[config.mk]
export PLATFORM = sky130hd
export DESIGN_NAME = hack_instr_decode_flat
export DESIGN_NICKNAME = d
export VERILOG_FILES = /design/src/rtl/hack_instr_decode_pkg.sv /design/src/rtl/hack_instr_decode_if.sv /design/src/rtl/hack_instr_decode_fields.sv /design/src/rtl/hack_instr_decode.sv /design/src/flat_wrapper.sv
export SDC_FILE = /design/constraint.sdc
export NUM_CORES = 1
export LEC_CHECK = 0
export CAP_MARGIN = 40
export CORE_MARGIN = 4
export CORE_UTILIZATION = 47
export CTS_CLUSTER_DIAMETER = 120
export DETAILED_ROUTE_END_ITERATION = 7
export PLACE_DENSITY = 0.9
export SLEW_MARGIN = 20
export SYNTH_ARGS = -nofsm -noshare
export SYNTH_HDL_FRONTEND = slang
export SYNTH_SLANG_ARGS = --single-unit
[constraint.sdc]
create_clock -name clk -period 2.2 [get_ports clk]
set_input_delay 0.44 -clock clk [delete_from_list [all_inputs] [get_ports clk]]
set_output_delay 0.44 -clock clk [all_outputs]
set_load 0.02 [all_outputs]
[src/rtl/hack_instr_decode_pkg.sv]
// Shared definitions for the Hack instruction decoder: word width, field
// bit positions, instruction-type enum, control-bit bundle and the
// don't-care check used by the optional illegal-instruction detector.
package hack_pkg;

    localparam int INSTR_W  = 16;

    localparam int TYPE_BIT = 15;
    localparam int DC_MSB   = 14;
    localparam int DC_LSB   = 13;
    localparam int A_BIT    = 12;
    localparam int C_MSB    = 11;
    localparam int C_LSB    = 6;
    localparam int D_MSB    = 5;
    localparam int D_LSB    = 3;
    localparam int J_MSB    = 2;
    localparam int J_LSB    = 0;

    typedef enum logic {
        A_INSTR = 1'b0,
        C_INSTR = 1'b1
    } instr_type_e;

    typedef struct packed {
        logic       a;
        logic [5:0] c;
        logic [2:0] d;
        logic [2:0] j;
    } ctrl_s;

    localparam ctrl_s CTRL_NOP = '{a: 1'b0, c: 6'b000000, d: 3'b000, j: 3'b000};

    // A C-instruction is well formed only when both don't-care bits are set.
    function automatic logic dontcare_malformed(input logic [INSTR_W-1:0] instr);
        return instr[TYPE_BIT] & (instr[DC_MSB:DC_LSB] != 2'b11);
    endfunction

endpackage

[src/rtl/hack_instr_decode_if.sv]
// Decoder bus: instruction word and capture enable in, decoded fields out.
// master = fetch/consumer side, slave = the decoder.
interface hack_instr_decode_if #(
    parameter int DW = 16
);
    logic          en;
    logic [DW-1:0] instr;
    logic          instr_type;
    logic [DW-1:0] instr_v;
    logic          cmd_a;
    logic          cmd_c1;
    logic          cmd_c2;
    logic          cmd_c3;
    logic          cmd_c4;
    logic          cmd_c5;
    logic          cmd_c6;
    logic          cmd_d1;
    logic          cmd_d2;
    logic          cmd_d3;
    logic          cmd_j1;
    logic          cmd_j2;
    logic          cmd_j3;
    logic          instr_illegal;

    modport master (
        output en, instr,
        input  instr_type, instr_v, cmd_a,
        input  cmd_c1, cmd_c2, cmd_c3, cmd_c4, cmd_c5, cmd_c6,
        input  cmd_d1, cmd_d2, cmd_d3, cmd_j1, cmd_j2, cmd_j3,
        input  instr_illegal
    );

    modport slave (
        input  en, instr,
        output instr_type, instr_v, cmd_a,
        output cmd_c1, cmd_c2, cmd_c3, cmd_c4, cmd_c5, cmd_c6,
        output cmd_d1, cmd_d2, cmd_d3, cmd_j1, cmd_j2, cmd_j3,
        output instr_illegal
    );
endinterface

[src/rtl/hack_instr_decode_fields.sv]
// Pure combinational field split of a Hack instruction word. A-instructions
// yield a zero-extended value and no control bits; C-instructions yield the
// control bits and a zero value. Bits 14:13 are ignored here.
module hack_instr_fields
    import hack_pkg::*;
(
    input  logic [INSTR_W-1:0] instr_i,
    output instr_type_e        type_o,
    output logic [INSTR_W-1:0] value_o,
    output ctrl_s              ctrl_o
);

    // Field decode; every output defaulted so no branch leaves an X.
    always_comb begin
        type_o  = A_INSTR;
        value_o = {INSTR_W{1'b0}};
        ctrl_o  = CTRL_NOP;
        if (instr_i[TYPE_BIT]) begin
            type_o   = C_INSTR;
            ctrl_o.a = instr_i[A_BIT];
            ctrl_o.c = instr_i[C_MSB:C_LSB];
            ctrl_o.d = instr_i[D_MSB:D_LSB];
            ctrl_o.j = instr_i[J_MSB:J_LSB];
        end else begin
            value_o = {1'b0, instr_i[TYPE_BIT-1:0]};
        end
    end

endmodule

[src/rtl/hack_instr_decode.sv]
// Hack CPU instruction decoder top: combinational field split followed by
// an enable-gated output register (one cycle latency, holds when en = 0).
// Optional feature macro: INSTR_DECODE_ILLEGAL_CHK_EN -- when defined,
// instr_illegal flags C-instructions whose bits 14:13 are not 2'b11;
// otherwise instr_illegal is constant 0.
module hack_instr_decode
    import hack_pkg::*;
#(
    parameter int DW = INSTR_W
)(
    input  logic                 clk,
    input  logic                 rst_n,
    hack_instr_decode_if.slave   bus
);

    if (DW != INSTR_W) begin : g_dw_bad
        $fatal(1, "hack_instr_decode: DW must be 16");
    end

    instr_type_e        dec_type_s;
    logic [INSTR_W-1:0] dec_value_s;
    ctrl_s              dec_ctrl_s;
    logic               dec_illegal_s;

    instr_type_e        type_d,    type_q;
    logic [INSTR_W-1:0] value_d,   value_q;
    ctrl_s              ctrl_d,    ctrl_q;
    logic               illegal_d, illegal_q;

    hack_instr_fields u_fields (
        .instr_i (bus.instr),
        .type_o  (dec_type_s),
        .value_o (dec_value_s),
        .ctrl_o  (dec_ctrl_s)
    );

`ifdef INSTR_DECODE_ILLEGAL_CHK_EN
    assign dec_illegal_s = dontcare_malformed(bus.instr);
`else
    assign dec_illegal_s = 1'b0;
`endif

    // Next-state: load the fresh decode when enabled, otherwise hold.
    always_comb begin
        type_d    = type_q;
        value_d   = value_q;
        ctrl_d    = ctrl_q;
        illegal_d = illegal_q;
        if (bus.en) begin
            type_d    = dec_type_s;
            value_d   = dec_value_s;
            ctrl_d    = dec_ctrl_s;
            illegal_d = dec_illegal_s;
        end else begin
            type_d    = type_q;
            value_d   = value_q;
            ctrl_d    = ctrl_q;
            illegal_d = illegal_q;
        end
    end

    // Output register; async reset clears every output and any pending capture.
    always_ff @(posedge clk or negedge rst_n) begin
        if (!rst_n) begin
            type_q    <= A_INSTR;
            value_q   <= {INSTR_W{1'b0}};
            ctrl_q    <= CTRL_NOP;
            illegal_q <= 1'b0;
        end else begin
            type_q    <= type_d;
            value_q   <= value_d;
            ctrl_q    <= ctrl_d;
            illegal_q <= illegal_d;
        end
    end

    assign bus.instr_type    = type_q;
    assign bus.instr_v       = value_q;
    assign bus.cmd_a         = ctrl_q.a;
    assign bus.cmd_c1        = ctrl_q.c[5];
    assign bus.cmd_c2        = ctrl_q.c[4];
    assign bus.cmd_c3        = ctrl_q.c[3];
    assign bus.cmd_c4        = ctrl_q.c[2];
    assign bus.cmd_c5        = ctrl_q.c[1];
    assign bus.cmd_c6        = ctrl_q.c[0];
    assign bus.cmd_d1        = ctrl_q.d[2];
    assign bus.cmd_d2        = ctrl_q.d[1];
    assign bus.cmd_d3        = ctrl_q.d[0];
    assign bus.cmd_j1        = ctrl_q.j[2];
    assign bus.cmd_j2        = ctrl_q.j[1];
    assign bus.cmd_j3        = ctrl_q.j[0];
    assign bus.instr_illegal = illegal_q;

endmodule

[src/flat_wrapper.sv]
// flat-port wrapper written by rule: the top's interface ports become plain ports
module hack_instr_decode_flat import hack_pkg::*;
#(
    parameter int DW = INSTR_W
)
  (clk, rst_n, bus_en, bus_instr, bus_instr_type, bus_instr_v, bus_cmd_a, bus_cmd_c1, bus_cmd_c2, bus_cmd_c3, bus_cmd_c4, bus_cmd_c5, bus_cmd_c6, bus_cmd_d1, bus_cmd_d2, bus_cmd_d3, bus_cmd_j1, bus_cmd_j2, bus_cmd_j3, bus_instr_illegal);
  hack_instr_decode_if #(.DW(DW)) bus_i ();
  input  logic clk;
  input  logic rst_n;
  input wire logic [$bits(bus_i.en)-1:0] bus_en;
  input wire logic [$bits(bus_i.instr)-1:0] bus_instr;
  output wire logic [$bits(bus_i.instr_type)-1:0] bus_instr_type;
  output wire logic [$bits(bus_i.instr_v)-1:0] bus_instr_v;
  output wire logic [$bits(bus_i.cmd_a)-1:0] bus_cmd_a;
  output wire logic [$bits(bus_i.cmd_c1)-1:0] bus_cmd_c1;
  output wire logic [$bits(bus_i.cmd_c2)-1:0] bus_cmd_c2;
  output wire logic [$bits(bus_i.cmd_c3)-1:0] bus_cmd_c3;
  output wire logic [$bits(bus_i.cmd_c4)-1:0] bus_cmd_c4;
  output wire logic [$bits(bus_i.cmd_c5)-1:0] bus_cmd_c5;
  output wire logic [$bits(bus_i.cmd_c6)-1:0] bus_cmd_c6;
  output wire logic [$bits(bus_i.cmd_d1)-1:0] bus_cmd_d1;
  output wire logic [$bits(bus_i.cmd_d2)-1:0] bus_cmd_d2;
  output wire logic [$bits(bus_i.cmd_d3)-1:0] bus_cmd_d3;
  output wire logic [$bits(bus_i.cmd_j1)-1:0] bus_cmd_j1;
  output wire logic [$bits(bus_i.cmd_j2)-1:0] bus_cmd_j2;
  output wire logic [$bits(bus_i.cmd_j3)-1:0] bus_cmd_j3;
  output wire logic [$bits(bus_i.instr_illegal)-1:0] bus_instr_illegal;
  assign bus_i.en = bus_en;
  assign bus_i.instr = bus_instr;
  assign bus_instr_type = bus_i.instr_type;
  assign bus_instr_v = bus_i.instr_v;
  assign bus_cmd_a = bus_i.cmd_a;
  assign bus_cmd_c1 = bus_i.cmd_c1;
  assign bus_cmd_c2 = bus_i.cmd_c2;
  assign bus_cmd_c3 = bus_i.cmd_c3;
  assign bus_cmd_c4 = bus_i.cmd_c4;
  assign bus_cmd_c5 = bus_i.cmd_c5;
  assign bus_cmd_c6 = bus_i.cmd_c6;
  assign bus_cmd_d1 = bus_i.cmd_d1;
  assign bus_cmd_d2 = bus_i.cmd_d2;
  assign bus_cmd_d3 = bus_i.cmd_d3;
  assign bus_cmd_j1 = bus_i.cmd_j1;
  assign bus_cmd_j2 = bus_i.cmd_j2;
  assign bus_cmd_j3 = bus_i.cmd_j3;
  assign bus_instr_illegal = bus_i.instr_illegal;
  hack_instr_decode #(.DW(DW)) u_core (.clk(clk), .rst_n(rst_n), .bus(bus_i));
endmodule
==> impl_metrics.json <==
{
  "outcome": "completed",
  "ant_nets": 0,
  "crit_start": "u_core.bus.instr_v[11]$_DFFE_PN0P_",
  "wl_per_cell_um": 13.6,
  "place_hpwl_um": 2040,
  "numCtsBuffers": 5,
  "final-hold-violation-count": 0,
  "n_antenna_cell": 0,
  "async_reset_ff_frac": 1.00,
  "worstReg2RegStart": "u_core.bus.instr_type$_DFFE_PN0P_",
  "gp_congestion": 0.706,
  "cts_htree_levels": 2,
  "rsz0062_at_grt": "false",
  "post-place-ws_ps": 633,
  "setup-tns-final_ps": 0,
  "cts_resized": 0,
  "grt_pass1_vias": 1044,
  "ys_seq_area_frac": 0.544,
  "core.rowCount": 19,
  "core_area_um2": 2730,
  "crit_slowest_cell": "clkdlybuf4s50_1",
  "ys_ff_latch": 29,
  "netlist.area_leader.share": 0.544,
  "synth.distinct_cells": 15,
  "fin_ws_ps": 445,
  "die_y_um": 61.3,
  "drt-pass1-iter-count": 4,
  "largest_reg_flops": 15,
  "cts_tree": "yes",
  "wl_um": 2790,
  "synth_top_cells_by_count": "dfrtp_1 (29), inv_1 (28), nand3b_1 (15)",
  "power_density_nw_per_um2": 648,
  "worst_slew_pin_slew_ps": 549,
  "drt_iter0_drc": 10,
  "max_freq_mhz": 570,
  "die_width_um": 61.3,
  "critPathTopFamily": "buffers and inverters",
  "synth_area_leaders": "dfrtp_1 (54%), nand3b_1 (8.4%), inv_1 (7.9%), o21ai_2 (6.6%), o21ai_1 (4.5%)",
  "ir_drop_mv": 0.482,
  "initial_core_util": 0.488,
  "clkTransAtPathRegs_ps": 80,
  "drcViolationCount": 0,
  "die-area_um2": 3760,
  "fill_cells": 223,
  "p_leak_nw": 0.786,
  "syn_area_per_cell_um2": 10.6,
  "netlist_instances": 126,
  "yosys_warnings": 0,
  "nNetsFinal": 192,
  "critPathLaunchType": "register",
  "io_pins": 50,
  "path_cells": "clkdlybuf4s50_1",
  "dominantRegCellSynth": "dfrtp_1",
  "path_buf_inv": 1,
  "synth_top_cell_by_area": "dfrtp_1",
  "grtUsageTotal": 0.172,
  "syn2layout_area_growth_pct": 36.5,
  "final.min_clock_period_ps": 1750,
  "antenna_found_initial": 0,
  "synth_most_common_cell": "dfrtp_1",
  "cts_setup_buffers": 0,
  "setup_viol": 0,
  "vias": 1017,
  "io_buffers": 47,
  "hp-class": "primary input to async pin",
  "path_max_fanout": 2,
  "postCtsHoldBufs": 0,
  "cts.sinks": 29,
  "clk_latency_ps": 320,
  "clockRootBuffer": "clkbuf_4",
  "crit_required_ps": 1760,
  "grt_max_degree": 31,
  "drive_gt1_frac": 0.144,
  "grt_pass1_wl_um": 4570,
  "overflow": 0,
  "max_slew_margin": 0.634,
  "cp.depth": 1,
  "fin_crit_sh": 0.798,
  "arrival_ps": 1310,
  "worst_clock_skew_ps": 0,
  "drv_slew": 0,
  "reg2regPathDepth": 1,
  "cts_buffer_depth": 2,
  "critPathKind": "register to output port",
  "end_kind": "output port",
  "slowest_delay_ps": 610,
  "synth-edff-count": 0,
  "syn-cell-area_um2": 1340,
  "maxCapViolCount": 0,
  "viasPerCell": 4.96
}
==> per-stage QoR <==
| step | power [mW] | instance area [um2] | instances | hold slack [ps] | util |
|---|---|---|---|---|---|
| after floorplan | 0.754 | 1340 | 127 | 144 | - |
| after global placement | 0.885 | 1770 | 197 | 499 | 0.649 |
| after detailed placement | 0.894 | 1770 | 197 | 502 | 0.649 |
| after CTS | 1.20 | 1820 | 205 | 489 | 0.666 |
| after global routing | 1.24 | 1820 | 205 | 521 | 0.666 |
| final | 1.18 | 1820 | 205 | 490 | 0.666 |
==> cell usage in the layout, fill, tap and decap left out <==
cell type | Yosys | routed
conb_1 | 1 | 2
dfrtp_1 | 29 | 29
o21ai_2 | 10 | 10
clkdlybuf4s50_1 | 0 | 46
buf_2 | 2 | 1
clkbuf_4 | 0 | 5
clkbuf_1 | 0 | 3
nand3b_1 | 15 | 15
nand3_1 | 8 | 8
buf_12 | 1 | 1
nand3_2 | 5 | 5
mux2_4 | 1 | 1
o21ai_1 | 12 | 12
inv_1 | 28 | 28
buf_4 | 5 | 2
o21ai_0 | 6 | 6
==> final timing paths <==
check | endpoint | slack [ps]
max in group asynchronous | u_core.bus.instr_v[1]$_DFFE_PN0P_ | 1440
min reg2reg | u_core.bus.instr_v[9]$_DFFE_PN0P_ | 520
min | u_core.bus.cmd_c6$_DFFE_PN0P_ | 490
max | bus_instr_v[11] | 450
min in group clk | u_core.bus.instr_v[9]$_DFFE_PN0P_ | 520
max reg2reg | u_core.bus.instr_type$_DFFE_PN0P_ | 1440
==> metal layers <==
layer / vias up / wire (um) / global-route usage
li1: 496 / - / -
met1: 478 / 1210 / 0.224
met2: 36 / 1330 / 0.257
met3: 7 / 174 / 0.0524
met4: 0 / 63 / 0.0929
met5: - / 0 / 0
==> area by class of cell <==
class	count	area [um2]	share of cell area
Clock buffer	8	48.8	0.0268
Inverter	28	105	0.0577
Sequential cell	29	726	0.398
Tap cell	31	38.8	0.0213
Timing Repair Buffer	50	500	0.275
Multi-Input combinational cell	59	403	0.221
==> power by group <==
part / switching, mW / total, mW / internal, mW / leakage [nW]
clock network: 0.172 / 0.300 / 0.127 / 0.0265
registers: 0.0250 / 0.600 / 0.575 / 0.376
logic: 0.145 / 0.281 / 0.136 / 0.383
total: 0.343 / 1.18 / 0.838 / 0.786
==> kinds of logic (layout without fill, tap and decap cells) <==
logic type,after synthesis,count (layout),synth area share
mux,1,1,0.0112
other cells,1,2,0.00281
buf+inv,39,86,0.157
compound gates,28,28,0.133
simple gates,28,28,0.152
flops,29,29,0.544
(Power assumes the default switching activity.)
==> edit 1 (same settings) <==
Build with the macro `INSTR_DECODE_ILLEGAL_CHK_EN` defined.
--- a/src/rtl/hack_instr_decode.sv
+++ b/src/rtl/hack_instr_decode.sv
@@ -5,2 +5,4 @@
 // otherwise instr_illegal is constant 0.
+`define INSTR_DECODE_ILLEGAL_CHK_EN
+
 module hack_instr_decode
Check against the original RTL: not equivalent (a bounded check fails within 4 cycles, from zero or initial values and one cycle with rst_n low).
==> edit 1 against the original RTL <==
Routed wire length increased by 2.6%. Setup slack lost 0.011 ns. Power grew 3.9%. Area after synthesis decreased by 5.1%. Global-route usage increased by 0.11 points. Cell area is 0.82% lower. Sequential cell count rose by 1. Register-to-register slack improved by 0.10 ns. Critical endpoint is now bus_cmd_d3. Highest routed layer unchanged.
==> edit 1: results (changes against the original RTL) <==
Route
  – Avg WL per Cell: 13.6 µm (+0.14%)
  – Iteration-0 DRC count of the detailed router: 34 (+24)
  – Routed vias/inst: 4.90 (-1.2%)
  – Drt total wl: 2860 µm (+2.6%)
  – Drt first pass iters: 4 (unchanged)

Global routing
  – Total Routing Usage GR: 0.173 (+0.00115)
  – Largest net degree at the start of global routing: 60 (+94%)
  – First-pass GRT wire length: 4530 µm (-0.74%)
  – Vias in the first global route: 1023 (-2.0%)
  – Initial antenna violation count: 0 (unchanged)

Power
  – Switching Fraction: 0.283 (-0.00726)
  – Static leakage: 0.789 nW (+0.44%)
  – Max VDD drop: 0.544 mV (+13%)

Worst setup path
  – RR Endpoint: u_core.bus.cmd_d3
  – R2r startpoint: u_core.bus.cmd_d3
  – Worst path slowest cell: clkdlybuf4s50_1
  – R2r worst-path depth: 2 (+1)
  – Reg2Reg Setup Slack: 1.54 ns (+0.10 ns)
  – WP data arrival: 1.33 ns (+0.02 ns)
  – Worst path max stage delay: 0.62 ns

Clock tree
  – Clock insertion delay at the later pin of the skew report: 0.32 ns (about the same)
  – Post-CTS Setup Bufs: 0 (unchanged)
  – Post-CTS Resized: 0 (unchanged)
  – H-tree depth: 2 (unchanged)

Placement
  – Post-DP HPWL: 2040 µm (about the same)
  – RD Place Congestion: 0.664 (-6.0%)
  – Placed cell area: 1750 µm² (-1.5%)
  – Port Buffers: 48 (+2.1%)

Logic synthesis
  – Synth top cells by count: 30 x dfrtp_1, 30 x inv_1, 27 x o21ai_0
  – Seq/Total Area, Yosys: 0.592 (+0.0487)
  – Synth Area per Inst: 9.68 µm² (-8.7%)
  – Largest cells by area after synthesis: dfrtp_1 59%, o21ai_0 11%, inv_1 8.9%, nand3b_1 8.9%, nand3_1 5.1%

Layout
  – ANT cells: 0 (unchanged)
  – Fin nets: 198 (+3.1%)
  – Layout cells sized above 1: 0.0556 (-0.0881)

Outcome
  – Outcome: finished, final reports clean
[edit 1: cell type report]
class | count | area [µm²]
clock inverters | 1 | 5.00
inverters | 30 | 113
fillers | 198 | 716
flip-flops and latches | 30 | 751
repair buffers | 51 | 503
clock buffers | 7 | 55.1
well taps | 30 | 37.5
multi-input cells | 61 | 343
[edit 1: worst max path at each step]
stage                                        start                       end  cells past startpoint
after floorplan                      bus_instr[15]         u_core.bus.cmd_j2                      4
after global placement                      bus_en  u_core.bus.instr_illegal                      4
after detailed placement                    bus_en  u_core.bus.instr_illegal                      4
after CTS                 u_core.bus.instr_illegal         bus_instr_illegal                      1
after global routing      u_core.bus.instr_illegal         bus_instr_illegal                      1
final                            u_core.bus.cmd_d3                bus_cmd_d3                      1
[edit 1: metrics by stage]
stage / hold WS, ns / worst slack (ns)
after floorplan: 0.144 / 1.22
after global placement: 0.505 / 0.602
after detailed placement: 0.514 / 0.513
after CTS: 0.494 / 0.415
after global routing: 0.519 / 0.390
final: 0.490 / 0.434
[edit 1: cell families after synthesis]
family,synth area share
other,0.00296
flip-flops,0.592
AND/OR/NAND/NOR,0.148
buffers and inverters,0.137
AO/OA/AOI/OAI,0.119
[edit 1: power by group through the flow]
stage	Combinational, mW	Sequential, mW	Clock (mW)
floorplan	0.0661	0.683	0
global placement	0.262	0.629	0
detailed placement	0.270	0.630	0
CTS	0.270	0.621	0.344
global route	0.288	0.627	0.367
finish	0.267	0.620	0.339
[edit 1: routing by layer]
layer,vias up,GRT usage,share of wire
met5,-,0,0
met4,0,0.0854,0.013
met3,5,0.0518,0.077
met2,40,0.272,0.51
met1,476,0.217,0.40
li1,508,-,-
==> edit 2 (same flow settings) <==
Without the edit above. Reset style: synchronous (`rst_n`), changed in one clocked block. Comments in the files are not updated.
--- a/src/rtl/hack_instr_decode.sv
+++ b/src/rtl/hack_instr_decode.sv
@@ -62,3 +62,3 @@
     // Output register; async reset clears every output and any pending capture.
-    always_ff @(posedge clk or negedge rst_n) begin
+    always_ff @(posedge clk) begin
         if (!rst_n) begin
Formal check against the unedited RTL: differs if rst_n is asserted again (counterexample within 4 cycles, from zero or initial values and one cycle with rst_n low); with rst_n held inactive, the same outputs for 10 cycles.
==> edit 2 against the original RTL <==
Final cell count fell by 7.3%. Utilization rose by 6.1 points. Power fell by 13%. First-iteration DRC count rose by 90%. Worst hold slack got worse by 0.016 ns. Routed wire length fell by 4.5%. Register-to-register slack improved by 0.12 ns. Area after synthesis fell by 19%. Sequential cell count did not move. Via count fell by 2.9%. Setup slack improved by 0.020 ns. Cell area fell by 13%.
==> edit 2: results (changes against the original RTL) <==
Logic synthesis
  – Largest cells by area after synthesis: dfxtp_1 54%, nand3b_1 19%, o21ai_1 11%, nand2_1 5.6%, buf_2 3.7%
  – Unique cell type count in the Yosys netlist: 11 (-4)
  – Synth Area per Inst: 9.24 µm² (-13%)
  – Seq/Total Area, Yosys: 0.537 (-0.00654)
  – Asr flop ratio synth: 0 (-1.00)
  – Synth top cells by count: 29 x dfxtp_1, 28 x nand3b_1, 23 x o21ai_1
  – Synth warn: 0 (unchanged)

Worst setup path
  – Top cell family by delay on the critical path: buffers and inverters
  – Worst path slowest cell: clkdlybuf4s50_1
  – R2r worst-path depth: 2 (+1)
  – Worst path max stage delay: 0.62 ns
  – WP data arrival: 1.29 ns (-0.02 ns)

Power
  – Static leakage: 0.567 nW (-28%)
  – Switching Fraction: 0.245 (-0.0450)
  – Max VDD drop: 0.512 mV (+6.3%)

Min path
  – Hold Crit Class: reg2reg

Route
  – Avg WL per Cell: 14.0 µm (+3.0%)
  – Drt first pass iters: 4 (unchanged)
  – Routed vias/inst: 5.20 (+4.8%)
  – Iteration-0 DRC count of the detailed router: 19 (+9)

Clock tree
  – Root Buffer: clkbuf_4
  – Clock transition at path regs: 0.08 ns (about the same)
  – Post-CTS Setup Bufs: 0 (unchanged)

Global routing
  – Largest net degree at the start of global routing: 45 (+45%)
  – First-pass GRT wire length: 4430 µm (-3.0%)
  – Total Routing Usage GR: 0.179 (+0.00675)
  – Vias in the first global route: 965 (-7.6%)

Layout
  – Max reg flops: 15 (unchanged)
  – Fin cells: 190 (-7.3%)
  – Layout cells sized above 1: 0.0494 (-0.0943)

STA
  – Worst Max-Slew Pin Slew: 0.566 ns (+0.0171 ns)
  – Fin Setup TNS: 0 ns (unchanged)

Placement
  – Dpl cells: 183 (-7.1%)
  – Post-DP HPWL: 1840 µm (-9.6%)
  – Placed cell area: 1540 µm² (-13%)
  – RD Place Congestion: 0.724 (+2.7%)
  – Dpl ws: 0.495 ns (-0.138 ns)

Outcome
  – Outcome: finished, final reports clean
## edit 2: cell types whose count changed after synthesis, moves of 8 or more
| cell | unedited run | this run |
|---|---|---|
| dfrtp_1 | 29 | 0 |
| dfxtp_1 | 0 | 29 |
| inv_1 | 28 | 0 |
| nand2_1 | 0 | 16 |
| nand3b_1 | 15 | 28 |
| o21ai_1 | 12 | 23 |
| o21ai_2 | 10 | 0 |
| nand3_1 | 8 | 0 |
## edit 2: power groups by stage
stage                     Sequential (mW)  Clock [mW]  Combinational [mW]
after global placement              0.569           0               0.159
after global routing                0.559       0.340               0.174
final                               0.557       0.313               0.162
after detailed placement            0.569           0               0.162
after floorplan                     0.594           0              0.0571
after CTS                           0.557       0.323               0.163
## edit 2: layout make-up
cell class,instances,area (µm²)
flip-flops and latches,29,581
well taps,28,35.0
fillers,186,597
multi-input cells,77,438
repair buffers,49,485
clock buffers,7,55.1
## edit 2: layer usage
metal  track usage  share of wire  vias up
li1              -              -      483
met1         0.206           0.42      449
met2         0.290           0.47       50
met5             0              0        -
met4        0.0610          0.013        0
met3        0.0835          0.097        6
## edit 2: kinds of logic after synthesis
kind of cell	after synthesis	share of synthesized area
flops	29	0.537
compound gates	29	0.137
simple gates	46	0.262
buf+inv	12	0.0613
other cells	1	0.00347
## edit 2: worst paths after layout
path                               from                    end  slack [ns]
setup / recovery      u_core.bus.cmd_c2             bus_cmd_c2        0.47
hold / removal        u_core.bus.cmd_c4      u_core.bus.cmd_c4        0.47
setup reg to reg  u_core.bus.instr_v[0]  u_core.bus.instr_v[0]        1.56
hold reg to reg       u_core.bus.cmd_c4      u_core.bus.cmd_c4        0.47
